[config.mk]
export PLATFORM = sky130hd
export DESIGN_NAME = multicycle_control_flat
export DESIGN_NICKNAME = d
export VERILOG_FILES = /design/src/rtl/multicycle_control_if.sv /design/src/rtl/multicycle_control.sv /design/src/flat_wrapper.sv
export SDC_FILE = /design/constraint.sdc
export NUM_CORES = 1
export LEC_CHECK = 0
export BUFFER_PORTS_ARGS = -buffer_cell sky130_fd_sc_hd__buf_2
export CAP_MARGIN = 15
export CELL_PAD_IN_SITES_DETAIL_PLACEMENT = 2
export CELL_PAD_IN_SITES_GLOBAL_PLACEMENT = 2
export CORE_UTILIZATION = 28
export CTS_CLUSTER_SIZE = 28
export DETAILED_ROUTE_END_ITERATION = 10
export MAX_ROUTING_LAYER = met4
export PLACE_DENSITY_LB_ADDON = 0.1
export SYNTH_ARGS = -nofsm -noshare
export SYNTH_HDL_FRONTEND = slang
export SYNTH_SLANG_ARGS = --single-unit
export TNS_END_PERCENT = 30
[constraint.sdc]
create_clock -name clk -period 3.15 [get_ports clk]
set_input_delay 0.315 -clock clk [delete_from_list [all_inputs] [get_ports clk]]
set_output_delay 0.315 -clock clk [all_outputs]
set_load 0.05 [all_outputs]
[src/rtl/multicycle_control_if.sv]
// Control bus between the LEGv8 multi-cycle main controller and its datapath.
// The controller (master) consumes opcode/mem_ready and drives every datapath control.
interface multicycle_control_if;
   logic [10:0] opcode;
   logic        mem_ready;
   logic        pc_write;
   logic        pc_write_cond;
   logic [1:0]  pc_source;
   logic        ir_write;
   logic        mem_read;
   logic        mem_write;
   logic        i_or_d;
   logic        reg_write;
   logic        mem_to_reg;
   logic        alu_src_a;
   logic [1:0]  alu_src_b;
   logic [1:0]  alu_op;
   logic        instr_done;
   logic        trap;
   logic [1:0]  trap_cause;
   logic [3:0]  state;

   modport master (
      input  opcode, mem_ready,
      output pc_write, pc_write_cond, pc_source, ir_write, mem_read, mem_write,
             i_or_d, reg_write, mem_to_reg, alu_src_a, alu_src_b, alu_op,
             instr_done, trap, trap_cause, state
   );

   modport slave (
      output opcode, mem_ready,
      input  pc_write, pc_write_cond, pc_source, ir_write, mem_read, mem_write,
             i_or_d, reg_write, mem_to_reg, alu_src_a, alu_src_b, alu_op,
             instr_done, trap, trap_cause, state
   );
endinterface

[src/rtl/multicycle_control.sv]
// Multi-cycle LEGv8 main control FSM: sequences fetch/decode/execute/memory/writeback
// over a shared ALU and memory port, with a memory-wait timeout and sticky trap.
module multicycle_control #(
   parameter int MEM_TIMEOUT = 16,
   parameter int CNT_W       = 5
) (
   input  logic clk,
   input  logic reset,
   multicycle_control_if.master bus
);

   typedef enum logic [3:0] {
      FETCH    = 4'd0,
      DECODE   = 4'd1,
      MEM_ADDR = 4'd2,
      MEM_RD   = 4'd3,
      LD_WB    = 4'd4,
      MEM_WR   = 4'd5,
      R_EXEC   = 4'd6,
      R_WB     = 4'd7,
      CBZ_EXEC = 4'd8,
      B_EXEC   = 4'd9,
      TRAP     = 4'd10
   } state_e;

   localparam logic [10:0] OP_ADD  = 11'b10001011000;
   localparam logic [10:0] OP_SUB  = 11'b11001011000;
   localparam logic [10:0] OP_AND  = 11'b10001010000;
   localparam logic [10:0] OP_ORR  = 11'b10101010000;
   localparam logic [10:0] OP_LDUR = 11'b11111000010;
   localparam logic [10:0] OP_STUR = 11'b11111000000;

   localparam logic [1:0] CAUSE_ILLEGAL = 2'b01;
   localparam logic [1:0] CAUSE_TIMEOUT = 2'b10;

   state_e           state_q, state_d;
   logic [CNT_W-1:0] cnt_q, cnt_d;
   logic [1:0]       cause_q, cause_d;

   logic [CNT_W-1:0] cnt_inc;
   logic             timeout;
   logic             is_r, is_mem, is_cbz, is_b;

   assign cnt_inc = cnt_q + 1'b1;
   assign timeout = (MEM_TIMEOUT != 0) && (cnt_inc == CNT_W'(MEM_TIMEOUT));

   assign is_r   = (bus.opcode == OP_ADD) || (bus.opcode == OP_SUB) ||
                   (bus.opcode == OP_AND) || (bus.opcode == OP_ORR);
   assign is_mem = (bus.opcode == OP_LDUR) || (bus.opcode == OP_STUR);
   assign is_cbz = (bus.opcode[10:3] == 8'b10110100);
   assign is_b   = (bus.opcode[10:5] == 6'b000101);

   always_ff @(posedge clk or posedge reset) begin
      if (reset) begin
         state_q <= FETCH;
         cnt_q   <= '0;
         cause_q <= 2'b00;
      end else begin
         state_q <= state_d;
         cnt_q   <= cnt_d;
         cause_q <= cause_d;
      end
   end

   // The wait counter defaults to zero so it is cleared on entry to every memory state;
   // mem_ready is tested before the timeout so a ready on the last wait cycle still succeeds.
   always_comb begin
      state_d           = state_q;
      cnt_d             = '0;
      cause_d           = cause_q;
      bus.pc_write      = 1'b0;
      bus.pc_write_cond = 1'b0;
      bus.pc_source     = 2'b00;
      bus.ir_write      = 1'b0;
      bus.mem_read      = 1'b0;
      bus.mem_write     = 1'b0;
      bus.i_or_d        = 1'b0;
      bus.reg_write     = 1'b0;
      bus.mem_to_reg    = 1'b0;
      bus.alu_src_a     = 1'b0;
      bus.alu_src_b     = 2'b00;
      bus.alu_op        = 2'b00;
      bus.instr_done    = 1'b0;
      bus.trap          = 1'b0;

      case (state_q)
         FETCH: begin
            bus.mem_read  = 1'b1;
            bus.alu_src_b = 2'b01;
            if (bus.mem_ready) begin
               bus.ir_write = 1'b1;
               bus.pc_write = 1'b1;
               state_d      = DECODE;
            end else if (timeout) begin
               state_d = TRAP;
               cause_d = CAUSE_TIMEOUT;
            end else begin
               cnt_d = cnt_inc;
            end
         end
         DECODE: begin
            bus.alu_src_b = 2'b11;
            if (is_r)        state_d = R_EXEC;
            else if (is_mem) state_d = MEM_ADDR;
            else if (is_cbz) state_d = CBZ_EXEC;
            else if (is_b)   state_d = B_EXEC;
            else begin
               state_d = TRAP;
               cause_d = CAUSE_ILLEGAL;
            end
         end
         MEM_ADDR: begin
            bus.alu_src_a = 1'b1;
            bus.alu_src_b = 2'b10;
            state_d       = (bus.opcode == OP_LDUR) ? MEM_RD : MEM_WR;
         end
         MEM_RD: begin
            bus.mem_read = 1'b1;
            bus.i_or_d   = 1'b1;
            if (bus.mem_ready) begin
               state_d = LD_WB;
            end else if (timeout) begin
               state_d = TRAP;
               cause_d = CAUSE_TIMEOUT;
            end else begin
               cnt_d = cnt_inc;
            end
         end
         LD_WB: begin
            bus.reg_write  = 1'b1;
            bus.mem_to_reg = 1'b1;
            bus.instr_done = 1'b1;
            state_d        = FETCH;
         end
         MEM_WR: begin
            bus.mem_write = 1'b1;
            bus.i_or_d    = 1'b1;
            if (bus.mem_ready) begin
               bus.instr_done = 1'b1;
               state_d        = FETCH;
            end else if (timeout) begin
               state_d = TRAP;
               cause_d = CAUSE_TIMEOUT;
            end else begin
               cnt_d = cnt_inc;
            end
         end
         R_EXEC: begin
            bus.alu_src_a = 1'b1;
            bus.alu_op    = 2'b10;
            state_d       = R_WB;
         end
         R_WB: begin
            bus.reg_write  = 1'b1;
            bus.instr_done = 1'b1;
            state_d        = FETCH;
         end
         CBZ_EXEC: begin
            bus.alu_src_a     = 1'b1;
            bus.alu_op        = 2'b01;
            bus.pc_write_cond = 1'b1;
            bus.pc_source     = 2'b01;
            bus.instr_done    = 1'b1;
            state_d           = FETCH;
         end
         B_EXEC: begin
            bus.pc_write   = 1'b1;
            bus.pc_source  = 2'b10;
            bus.instr_done = 1'b1;
            state_d        = FETCH;
         end
         TRAP: begin
            bus.trap = 1'b1;
         end
         default: begin
            state_d = TRAP;
            cause_d = CAUSE_ILLEGAL;
         end
      endcase

      // Asynchronous reset must silence the datapath at once, not just on the next edge.
      if (reset) begin
         bus.pc_write      = 1'b0;
         bus.pc_write_cond = 1'b0;
         bus.pc_source     = 2'b00;
         bus.ir_write      = 1'b0;
         bus.mem_read      = 1'b0;
         bus.mem_write     = 1'b0;
         bus.i_or_d        = 1'b0;
         bus.reg_write     = 1'b0;
         bus.mem_to_reg    = 1'b0;
         bus.alu_src_a     = 1'b0;
         bus.alu_src_b     = 2'b00;
         bus.alu_op        = 2'b00;
         bus.instr_done    = 1'b0;
         bus.trap          = 1'b0;
      end
   end

   assign bus.state      = state_q;
   assign bus.trap_cause = cause_q;

endmodule

[src/flat_wrapper.sv]
// flat-port wrapper written by rule: the top's interface ports become plain ports
module multicycle_control_flat 
#(
   parameter int MEM_TIMEOUT = 16,
   parameter int CNT_W       = 5
)
  (clk, reset, bus_opcode, bus_mem_ready, bus_pc_write, bus_pc_write_cond, bus_pc_source, bus_ir_write, bus_mem_read, bus_mem_write, bus_i_or_d, bus_reg_write, bus_mem_to_reg, bus_alu_src_a, bus_alu_src_b, bus_alu_op, bus_instr_done, bus_trap, bus_trap_cause, bus_state);
  multicycle_control_if bus_i ();
  input  logic clk;
  input  logic reset;
  input wire logic [$bits(bus_i.opcode)-1:0] bus_opcode;
  input wire logic [$bits(bus_i.mem_ready)-1:0] bus_mem_ready;
  output wire logic [$bits(bus_i.pc_write)-1:0] bus_pc_write;
  output wire logic [$bits(bus_i.pc_write_cond)-1:0] bus_pc_write_cond;
  output wire logic [$bits(bus_i.pc_source)-1:0] bus_pc_source;
  output wire logic [$bits(bus_i.ir_write)-1:0] bus_ir_write;
  output wire logic [$bits(bus_i.mem_read)-1:0] bus_mem_read;
  output wire logic [$bits(bus_i.mem_write)-1:0] bus_mem_write;
  output wire logic [$bits(bus_i.i_or_d)-1:0] bus_i_or_d;
  output wire logic [$bits(bus_i.reg_write)-1:0] bus_reg_write;
  output wire logic [$bits(bus_i.mem_to_reg)-1:0] bus_mem_to_reg;
  output wire logic [$bits(bus_i.alu_src_a)-1:0] bus_alu_src_a;
  output wire logic [$bits(bus_i.alu_src_b)-1:0] bus_alu_src_b;
  output wire logic [$bits(bus_i.alu_op)-1:0] bus_alu_op;
  output wire logic [$bits(bus_i.instr_done)-1:0] bus_instr_done;
  output wire logic [$bits(bus_i.trap)-1:0] bus_trap;
  output wire logic [$bits(bus_i.trap_cause)-1:0] bus_trap_cause;
  output wire logic [$bits(bus_i.state)-1:0] bus_state;
  assign bus_i.opcode = bus_opcode;
  assign bus_i.mem_ready = bus_mem_ready;
  assign bus_pc_write = bus_i.pc_write;
  assign bus_pc_write_cond = bus_i.pc_write_cond;
  assign bus_pc_source = bus_i.pc_source;
  assign bus_ir_write = bus_i.ir_write;
  assign bus_mem_read = bus_i.mem_read;
  assign bus_mem_write = bus_i.mem_write;
  assign bus_i_or_d = bus_i.i_or_d;
  assign bus_reg_write = bus_i.reg_write;
  assign bus_mem_to_reg = bus_i.mem_to_reg;
  assign bus_alu_src_a = bus_i.alu_src_a;
  assign bus_alu_src_b = bus_i.alu_src_b;
  assign bus_alu_op = bus_i.alu_op;
  assign bus_instr_done = bus_i.instr_done;
  assign bus_trap = bus_i.trap;
  assign bus_trap_cause = bus_i.trap_cause;
  assign bus_state = bus_i.state;
  multicycle_control #(.MEM_TIMEOUT(MEM_TIMEOUT), .CNT_W(CNT_W)) u_core (.clk(clk), .reset(reset), .bus(bus_i));
endmodule
Word level (Yosys, flattened, before mapping):

Cells that the tools add are included.
Widths: inputs -> output; s select.

* output and inout bits: 23
* bits in writable memories: 0
* register bits after elaboration: 11
* memories kept: 0
* logic and storage cells: 92
* ROM bits: 0
* latch bits: 0

* multiplexer cells: 49
* div/mod/pow operators: 0
* equal/unequal tests: 25
* reduce and logical (&&, ||, !) cells: 13
* order comparisons: 0
* add/sub/neg operators: 1
* bitwise gates (word level): 1
* shift-type cells: 0
* $mul: 0

Operators with widths (number)
* $eq 11x11->1 const B: 6
* $pmux 4 s8: 1
* $mux 4: 7
* $mux 1: 21
* $mux 2: 10
* $eq 4x3->1 const B: 4
* $mux 5: 3
* $eq 4x4->1 const B: 3
* $pmux 2 s3: 2
* $ne 2x2->1 const B: 5
* $eq 4x2->1 const B: 2
* $eq 8x8->1 const B: 1
* $pmux 2 s2: 2
* $reduce_and 7->1: 1
* $reduce_or 7->1: 1
* $eq 6x3->1 const B: 1
* $reduce_or 2->1: 3
* $reduce_or 3->1: 2
* $add 5x1->5 const B: 1
* $eq 5x5->1 const B: 1
* $eq 4x1->1 const B: 1
* $logic_not 4->1: 1
* $logic_or 1x1->1: 4
* $pmux 1 s2: 2
* 4 further kinds: 4

Longest topological paths before layout:

Gate-level depths: netlist of the first run.

* depth in word-level cells: 6
* gate-level depth with buffers: 7
* depth with buffers taken out: 5

Worst setup path before layout of the first run:

OpenSTA, ideal clock, no wires.

* path kind: register to output
* start point: reg u_core.state_q[0] (netlist: u_core.bus.state[0])
* end point: out bus_alu_src_b[1]
* cell stages (with the launch flop): 5
* required time: 2.835 ns
* arrival time: 2.867 ns
* path buffers: 2
* slack: -0.032 ns
* cell sequence: dfrtp_1 -> buf_4 -> buf_2 -> xor2_1 -> nor4b_1

* cells in the longest elaborated chain, start to end: 3
* elaborated cells on any way between the ends: 5

RTL lines
* start, declared: line multicycle_control.sv:36 `state_e state_q, state_d;`
* start signal, assigned: line multicycle_control.sv:59 `state_q <= state_d;`
* $eq 4x2->1, or another cell as far along: line multicycle_control.sv:86 `case (state_q)`
* $pmux 2 s3 *: line multicycle_control.sv:86
* $mux 2 *: line multicycle_control.sv:182 `if (reset) begin`
* end, declared: line flat_wrapper.sv:23 `output wire logic [$bits(bus_i.alu_src_b)-1:0] bus_alu_src_b;`

Mark *: on every way between the ends. The rest lies on a longest branch, timed or not.

Worst setup path after layout of the first run:

* start point: reg u_core.state_q[2] (netlist: u_core.bus.state[2])
* end point: out bus_instr_done

* cells in the longest elaborated chain, start to end: 4
* elaborated cells on any way between the ends: 8

RTL lines
* $eq 4x3->1 / $eq 4x4->1 (equally long branches): line multicycle_control.sv:86
* $reduce_or 4->1 (no line)
* $pmux 1 s2 *: line multicycle_control.sv:86
* $mux 1 *: line multicycle_control.sv:182
* end, declared: line flat_wrapper.sv:25 `output wire logic [$bits(bus_i.instr_done)-1:0] bus_instr_done;`

Marked as above.

==> run_results.csv, run 1 <==
group,metric,value,unit
outcome,outcome,"complete, no violations",
routing,wirelength,3070,um
critical_path,end_kind,"output port",
critical_path,crit_slowest_cell,"dfrtp_1",
critical_path,crit_buf_inv,1,
cts,cts_tree,"built",
cells_and_area,final_layout_size_suffix_gt1_frac,0.281,
synth,yosysSeqAreaShare,0.272,
sta,tightest_slew,0.868,ns
floorplanning,io_pins,37,
floorplanning,die-height,62.1,um
routing,wl_per_cell,14.9,um
sta,fin_setup_tns,0,ns
global_route,grt_pass1_wl,5190,um
placement,dp_hpwl,2350,um
sta,post-route-period-util,0.767,
min_path,worstHoldPathType,"primary input to async pin",
synth,synth-edff-count,0,
synth,postSynthAreaPerCell,7.67,sq um
sta,clock_skew,0.000900,ns
cells_and_area,antenna_cells,0,
placement,port-buffer-count,36,
synth,synth_cell_type_count,40,
global_route,grt_max_degree,26,
critical_path,arrival,2.10,ns
cts,htreeDepth,1,
cts,cts_inserted_buffers,3,
power,leakagePower,0.000581,uW
floorplanning,initial_utilization,0.299,
critical_path,worst_r2r_path_depth,5,
cts,cts_hold_buffers,0,
sta,rsz0062_at_grt,"no",
critical_path,r2r-start,"u_core.bus.state[2]",
critical_path,worstPathMaxFanout,25,
cells_and_area,finalNonFillerCells,206,
floorplanning,rows,21,
placement,place.gp.congestion,0.677,
cts,ctsLongestPathBuffers,2,
cts,path_clk_slew,0.07,ns
critical_path,cp.required,2.83,ns
synth,syn_area,1010,sq um
floorplanning,dieWidth,62.1,um
synth,synth_nets,147,
synth,ys_ff_latch,11,
cells_and_area,fin_nets,176,
cts,clock-sinks,11,
critical_path,critPathMaxStageDelay,0.91,ns
sta,max_freq,414,MHz
cts,ctsResizeCount,0,
synth,async_reset_ff_frac,1.00,
cts,cts-root-buf,"clkbuf_4",
placement,pre_cts_ws,1.01,ns
critical_path,r2r-end,"u_core.bus.state[1]",
cells_and_area,syn2layout_area_growth,20.5,%
sta,relSlewSlack,0.421,
power,p_total,1080,uW
routing,drt-initial-drc-count,46,
critical_path,path_cells,"nor2b_1 -> nand2_1 -> a211oi_1 -> buf_2",
power,max-vdd-ir-drop,0.000307,V
sta,hold_violations,0,
routing,first_pass_iters,4,
power,powerDensity,887,nW/um^2
critical_path,r2r_slack,1.08,ns
routing,drc,0,
sta,period_needed,2.42,ns
sta,slew_viol_final,0,
cts,post_cts_buffers,0,
routing,vias,1088,
global_route,grt_pass1_vias,1091,
synth,synthCells,132,
routing,antenna_left,0,
placement,dpl.cell_count,202,
job,cap_violations,0,
critical_path,cp-start-kind,"register",
sta,setup-violations-final,0,
cts,clk_latency,0.26,ns
routing,viasPerCell,5.28,
synth,ys.flop_type,"dfrtp_1",
critical_path,critical_path_class,"register to output port",
synth,yosys_warnings,0,
critical_path,crit_family,"flip-flops",
global_route,grt-ovfl-total,0,
floorplanning,core_area,3390,sq um
sta,setup_ws,0.734,ns
global_route,antenna_found_initial,0,
floorplanning,dieArea,3860,sq um
global_route,gr-usage-all-layers,0.169,
## registers in the layout, summed over array words and instances (netlist names)
signal and cells:
u_core.bus.state 4, u_core.bus.trap_cause 2, u_core.cnt_q 5
## power breakdown
group / switching, uW / internal (uW) / leakage, uW / total (uW)
Combinational: 445 / 223 / 0.000423 / 668
Clock: 47.3 / 49.0 / 0.0000150 / 96.3
Sequential: 148 / 170 / 0.000143 / 318
## cells by family (layout without fill, tap and decap cells)
logic type      count (synthesis)  after routing  synth area share
compound gates                 27             27             0.179
xor+xnor                        6              6            0.0519
fa+ha+maj                       1              1            0.0124
buf+inv                        16             44            0.0766
flops                          11             11             0.272
mux                             3              3            0.0297
simple gates                   68             68             0.378
## cell type report
type                    instances  area, sq um
multi-input cells             105          666
fillers                       413         2170
repair buffers                 36          180
inverters                       4         15.0
clock buffers                   4         26.3
well taps                      46         57.6
flip-flops and latches         11          275
## metal layers
metal / vias to the layer above / GRT usage / wire (um)
li1: 532 / - / -
met1: 527 / 0.221 / 1490
met2: 27 / 0.275 / 1450
met3: 2 / 0.0313 / 116
met4: 0 / 0.0262 / 13
met5: - / - / 0
## synthesized netlist by cell type (4+ instances only)
| master | instances | area [sq um] |
|---|---|---|
| a21oi_1 | 6 | 30.0 |
| nand2_1 | 8 | 30.0 |
| o21ai_0 | 5 | 25.0 |
| nand2b_1 | 5 | 31.3 |
| nor2b_1 | 4 | 25.0 |
| nand3_1 | 4 | 20.0 |
| nor3_1 | 8 | 40.0 |
| nor4_1 | 5 | 31.3 |
| buf_2 | 5 | 25.0 |
| dfrtp_1 | 11 | 275 |
| and3_1 | 4 | 25.0 |
| inv_1 | 4 | 15.0 |
| nor2_1 | 13 | 48.8 |
## how the worst max path moves through the flow
stage / start / slack [ns] / depth (start not counted) / end
4_1_cts: u_core.bus.state[2] / 0.71 / 4 / bus_instr_done
3_3_place_gp: u_core.bus.state[0] / 1.10 / 4 / u_core.bus.state[2]
5_1_grt: u_core.bus.state[2] / 0.58 / 4 / bus_instr_done
6_report: u_core.bus.state[2] / 0.73 / 4 / bus_instr_done
3_5_place_dp: u_core.bus.state[2] / 1.01 / 4 / bus_instr_done
2_1_floorplan: u_core.bus.state[1] / 0.05 / 4 / bus_i_or_d
## cells in the final DEF, fill, tap and decap left out, drive strengths merged, types with 3 or more instances in the layout
cell type	n
buf	36
nor2	13
dfrtp	11
nand2	8
nor3	8
a21oi	6
o21ai	6
nand2b	5
nor4	5
nor2b	5
and3	4
inv	4
nand3	4
clkbuf	4
mux2i	3
nor3b	3
a21o	3
nand4	3
xnor2	3
xor2	3
o211ai	3
## through the flow
step / area, sq um / hold slack [ns] / util
floorplan: 1020 / 0.404 / -
global placement: 1190 / 0.450 / 0.352
detailed placement: 1190 / 0.468 / 0.352
CTS: 1220 / 0.176 / 0.360
global route: 1220 / 0.200 / 0.360
finish: 1220 / 0.162 / 0.360
Power figures use the tool's default switching activity.
==> run 2: changes to the inputs <==
ABC_AREA = 1   (was default)
CORE_UTILIZATION = 21   (was 28)
clock period = 2.1 ns   (was 3.15 ns; I/O delays follow)
==> run_results.csv, run 2 <==
group,metric,value,unit
outcome,outcome,"complete, no violations",
placement,dpl.cell_count,242,
sta,fin_setup_tns,0,ns
global_route,grt_max_degree,17,
routing,drc,0,
cts,htreeDepth,1,
global_route,antenna_found_initial,0,
floorplanning,dieArea,4880,sq um
cts,cts_tree,"built",
sta,setup_ws,0.204,ns
cells_and_area,largest_register,"u_core.cnt_q",
cts,cts-root-buf,"clkbuf_8",
sta,relSlewSlack,0.687,
cells_and_area,fillerInstances,545,
synth,synth_nets,174,
cts,path_clk_slew,0.05,ns
synth,ys_ff_latch,11,
sta,tightest_slew,0.469,ns
power,combPwrFrac,0.663,
cts,clock-sinks,11,
cells_and_area,syn2layout_area_growth,28.1,%
placement,port-buffer-count,36,
power,pwr-share-seq,0.212,
synth,synth_top_area_frac,0.285,
sta,post-route-period-util,0.903,
sta,setup-violations-final,0,
cells_and_area,layout.cells.most_common,"buf_2",
cells_and_area,largest_reg_flops,5,
sta,clock_skew,0.00309,ns
synth,postSynthAreaPerCell,6.08,sq um
floorplanning,die-height,69.9,um
synth,synthCells,159,
cells_and_area,multiInputGateArea,582,sq um
global_route,grt_pass1_vias,1230,
sta,hold_violations,0,
cts,post_cts_buffers,0,
cells_and_area,finalNonFillerCells,246,
floorplanning,core_area,4380,sq um
placement,dpl_cell_area,1190,sq um
cells_and_area,final_layout_size_suffix_gt1_frac,0.299,
critical_path,cp-start-kind,"register",
routing,vias,1183,
critical_path,critical_path_class,"register to output port",
cells_and_area,regArea,275,sq um
synth,async_reset_ff_frac,1.00,
power,leakagePower,0.000663,uW
floorplanning,io_pins,37,
sta,period_needed,1.90,ns
job,cap_violations,0,
critical_path,cp.required,1.89,ns
cts,clk_latency,0.25,ns
floorplanning,initial_utilization,0.221,
power,p_clk_frac,0.126,
placement,dp_hpwl,2990,um
cts,cts_inserted_buffers,3,
cts,ctsLongestPathBuffers,2,
power,powerDensity,1420,nW/um^2
placement,pre_cts_ws,0.468,ns
synth,yosys_warnings,0,
synth,ys.flop_type,"dfrtp_1",
synth,synth_largest_area_cell,"dfrtp_1",
sta,slew_viol_final,0,
cts,cts_hold_buffers,0,
global_route,gr-usage-all-layers,0.158,
synth,yosysSeqAreaShare,0.285,
critical_path,end_kind,"output port",
synth,synthTopCellsByCount,"nand2_1, nor2_1, inv_1, nand3_1, dfrtp_1",
cells_and_area,fin_area,1240,sq um
routing,drt-initial-drc-count,36,
global_route,grt_pass1_wl,5840,um
cells_and_area,fin_nets,210,
power,max-vdd-ir-drop,0.000245,V
floorplanning,dieWidth,69.9,um
power,p_int,680,uW
routing,first_pass_iters,4,
synth,yosysMostFrequentCell,"nand2_1",
cells_and_area,mostFrequentLayoutCells,"buf_2, nand2_1, nor2_1",
placement,place.gp.congestion,0.792,
synth,synth-edff-count,0,
synth,synth_cell_type_count,24,
sta,max_freq,527,MHz
power,switching_share,0.614,
power,p_sw,1080,uW
routing,wirelength,3520,um
sta,rsz0062_at_grt,"no",
routing,viasPerCell,4.81,
critical_path,worstPathMaxFanout,10,
critical_path,arrival,1.69,ns
floorplanning,rows,24,
min_path,worstHoldPathType,"primary input to async pin",
routing,antenna_left,0,
cts,ctsResizeCount,0,
synth,syn_area,967,sq um
routing,wl_per_cell,14.3,um
synth,synth_area_leaders,"dfrtp_1, nand2_1, nor2_1, nand3_1, inv_1",
global_route,grt-ovfl-total,0,
cells_and_area,antenna_cells,0,
==> run 2: layout make-up <==
| type | count | share of cell area |
|---|---|---|
| multi-input combinational | 119 | 0.470 |
| timing repair buffer | 36 | 0.145 |
| tap | 52 | 0.0525 |
| clock inverter | 1 | 0.00404 |
| clock buffer | 3 | 0.0333 |
| inverter | 24 | 0.0727 |
| sequential | 11 | 0.222 |
==> run 2: final timing paths <==
kind	startpoint	endpoint	slack (ns)	cells past startpoint
worst max-delay path	u_core.bus.state[3]	bus_pc_write	0.20	6
worst min-delay path	reset	u_core.bus.state[3]	0.13	2
worst max register to register	u_core.bus.state[2]	u_core.bus.state[3]	0.49	10
worst min register to register	u_core.bus.trap_cause[0]	u_core.bus.trap_cause[0]	0.48	2
max in group asynchronous	reset	u_core.cnt_q[3]	1.65	2
min in group clk	bus_mem_ready	u_core.cnt_q[1]	0.37	4
==> run 2: critical path, cell delays in order, from the launching register on <==
cell     delay, ns
dfrtp_1       0.51
nor2_4        0.18
inv_2         0.06
nor2_1        0.15
nand2_1       0.12
a21oi_1       0.14
buf_2         0.28
==> run 2: kinds of logic (layout without fill, tap and decap cells) <==
group | Yosys count | count (layout) | share of synthesized area
compound gates | 14 | 14 | 0.0815
fa+ha+maj | 1 | 1 | 0.0129
buf+inv | 29 | 64 | 0.122
flops | 11 | 11 | 0.285
simple gates | 104 | 104 | 0.499
==> run 2: per-layer routing <==
metal,global-route usage,share of wire
met1,0.172,0.41
met2,0.290,0.53
met3,0.0231,0.038
met4,0.0533,0.014
met5,-,0
==> run 2: power by group through the flow <==
stage / logic (uW) / clock network [uW] / registers [uW]
2_1_floorplan: 753 / 0 / 510
3_3_place_gp: 1160 / 0 / 369
3_5_place_dp: 1180 / 0 / 375
4_1_cts: 1190 / 227 / 374
5_1_grt: 1280 / 239 / 382
6_report: 1170 / 221 / 372
==> run 2: stage by stage <==
stage	util	total power (uW)	hold WS [ns]
finish	0.283	1760	0.129
global route	0.283	1900	0.187
CTS	0.283	1790	0.149
detailed placement	0.272	1560	0.409
global placement	0.272	1530	0.391
floorplan	-	1260	0.358
==> run 3: changes to the inputs <==
CORE_UTILIZATION = 25   (was 21)
clock period = 2.45 ns   (was 2.1 ns; I/O delays follow)
==> run_results.csv, run 3 (synthesized netlist as in run 2, its figures left out) <==
group,metric,value,unit
outcome,outcome,"complete, no violations",
sta,max_freq,528,MHz
cells_and_area,fillerInstances,490,
cts,cts-root-buf,"clkbuf_8",
floorplanning,dieArea,4120,sq um
cells_and_area,layout.cells.most_common,"buf_2",
sta,slew_viol_final,0,
critical_path,crit_slowest_cell,"dfrtp_1",
critical_path,arrival,1.65,ns
critical_path,end_kind,"output port",
routing,viasPerCell,4.92,
cts,clock-sinks,11,
critical_path,cp-start-kind,"register",
power,powerDensity,1220,nW/um^2
critical_path,crit_family,"flip-flops",
cells_and_area,syn2layout_area_growth,26.6,%
sta,rsz0062_at_grt,"no",
cells_and_area,fin_nets,210,
critical_path,worstSetupStartpoint,"u_core.bus.state[3]",
critical_path,path_cells,"nor2_4 -> inv_2 -> nor2_1 -> nand2_1 -> a21oi_1 -> buf_2",
global_route,grt_pass1_vias,1298,
placement,dp_hpwl,2930,um
floorplanning,die-height,64.2,um
power,max-vdd-ir-drop,0.000205,V
floorplanning,core_area,3690,sq um
sta,setup-violations-final,0,
sta,post-route-period-util,0.774,
cts,cts_inserted_buffers,3,
cells_and_area,regArea,275,sq um
critical_path,critical_path_class,"register to output port",
floorplanning,initial_utilization,0.262,
cells_and_area,multiInputGateArea,574,sq um
cts,post_cts_buffers,0,
cells_and_area,largest_register,"u_core.cnt_q",
cts,cts_tree,"built",
floorplanning,io_pins,37,
routing,first_pass_iters,2,
routing,vias,1190,
placement,port-buffer-count,36,
cts,clk_latency,0.25,ns
critical_path,critPathMaxStageDelay,0.50,ns
global_route,antenna_found_initial,0,
global_route,grt-ovfl-total,0,
cts,cts_hold_buffers,0,
routing,antenna_left,0,
critical_path,cp.required,2.20,ns
cells_and_area,final_layout_size_suffix_gt1_frac,0.289,
sta,fin_setup_tns,0,ns
sta,clock_skew,0.00501,ns
sta,relSlewSlack,0.708,
sta,whs,0.129,ns
cts,htreeDepth,1,
sta,tightest_slew,0.437,ns
cells_and_area,mostFrequentLayoutCells,"buf_2, nand2_1, nor2_1",
job,cap_violations,0,
floorplanning,rows,22,
cells_and_area,antenna_cells,0,
sta,period_needed,1.90,ns
cells_and_area,largest_reg_flops,5,
routing,wirelength,3380,um
routing,drc,0,
power,leakagePower,0.000661,uW
placement,place.gp.congestion,0.765,
cts,path_clk_slew,0.05,ns
cts,ctsResizeCount,0,
routing,drt-initial-drc-count,23,
critical_path,worstPathMaxFanout,10,
global_route,grt_pass1_wl,5750,um
floorplanning,dieWidth,64.2,um
critical_path,r2r-start,"u_core.bus.state[3]",
cts,ctsLongestPathBuffers,2,
critical_path,crit_buf_inv,2,
routing,wl_per_cell,14.0,um
global_route,gr-usage-all-layers,0.188,
sta,hold_violations,0,
global_route,grt_max_degree,17,
min_path,worstHoldPathType,"primary input to async pin",
-- run 3: where the power goes --
group	switching, uW	internal [uW]
logic	759	231
registers	75.5	238
clock network	73.1	115
-- run 3: stage by stage --
stage	instance area (sq um)	power (uW)	setup WS, ns	utilization	cells
after floorplan	967	1080	0.0361	-	159
after global placement	1180	1290	0.841	0.320	238
after detailed placement	1180	1320	0.798	0.320	238
after CTS	1220	1520	0.531	0.332	242
after global routing	1220	1600	0.423	0.332	242
final	1220	1490	0.555	0.332	242
-- run 3: worst reg2reg max path, stage by stage, from the launching register on --
cell and delay [ns]:
dfrtp_1 0.55, nor2_2 0.10, inv_2 0.11, nor2_4 0.05, a21oi_2 0.18, nand2_2 0.09, inv_2 0.10, nor2_4 0.04
o21ai_1 0.15, nand3_1 0.10
-- run 3: final timing paths --
kind                       slack (ns)                        to  cells past startpoint
setup reg to reg                 0.84       u_core.bus.state[3]                      9
hold reg to reg                  0.47  u_core.bus.trap_cause[0]                      2
hold / removal                   0.13       u_core.bus.state[1]                      2
max in group asynchronous        2.01  u_core.bus.trap_cause[0]                      2
min in group clk                 0.40           u_core.cnt_q[1]                      4
setup / recovery                 0.55              bus_pc_write                      6
-- run 3: layout make-up --
type                    instances  share of cell area
clock buffers                   4              0.0368
repair buffers                 36               0.147
inverters                      24              0.0735
multi-input cells             119               0.469
well taps                      48              0.0490
flip-flops and latches         11               0.225
-- run 3: metal layers --
metal	wire, um	global-route usage	part of all wire
met1	1390	0.193	0.41
met2	1850	0.358	0.55
met3	109	0.0375	0.032
met4	38	0.0500	0.011
met5	0	-	0
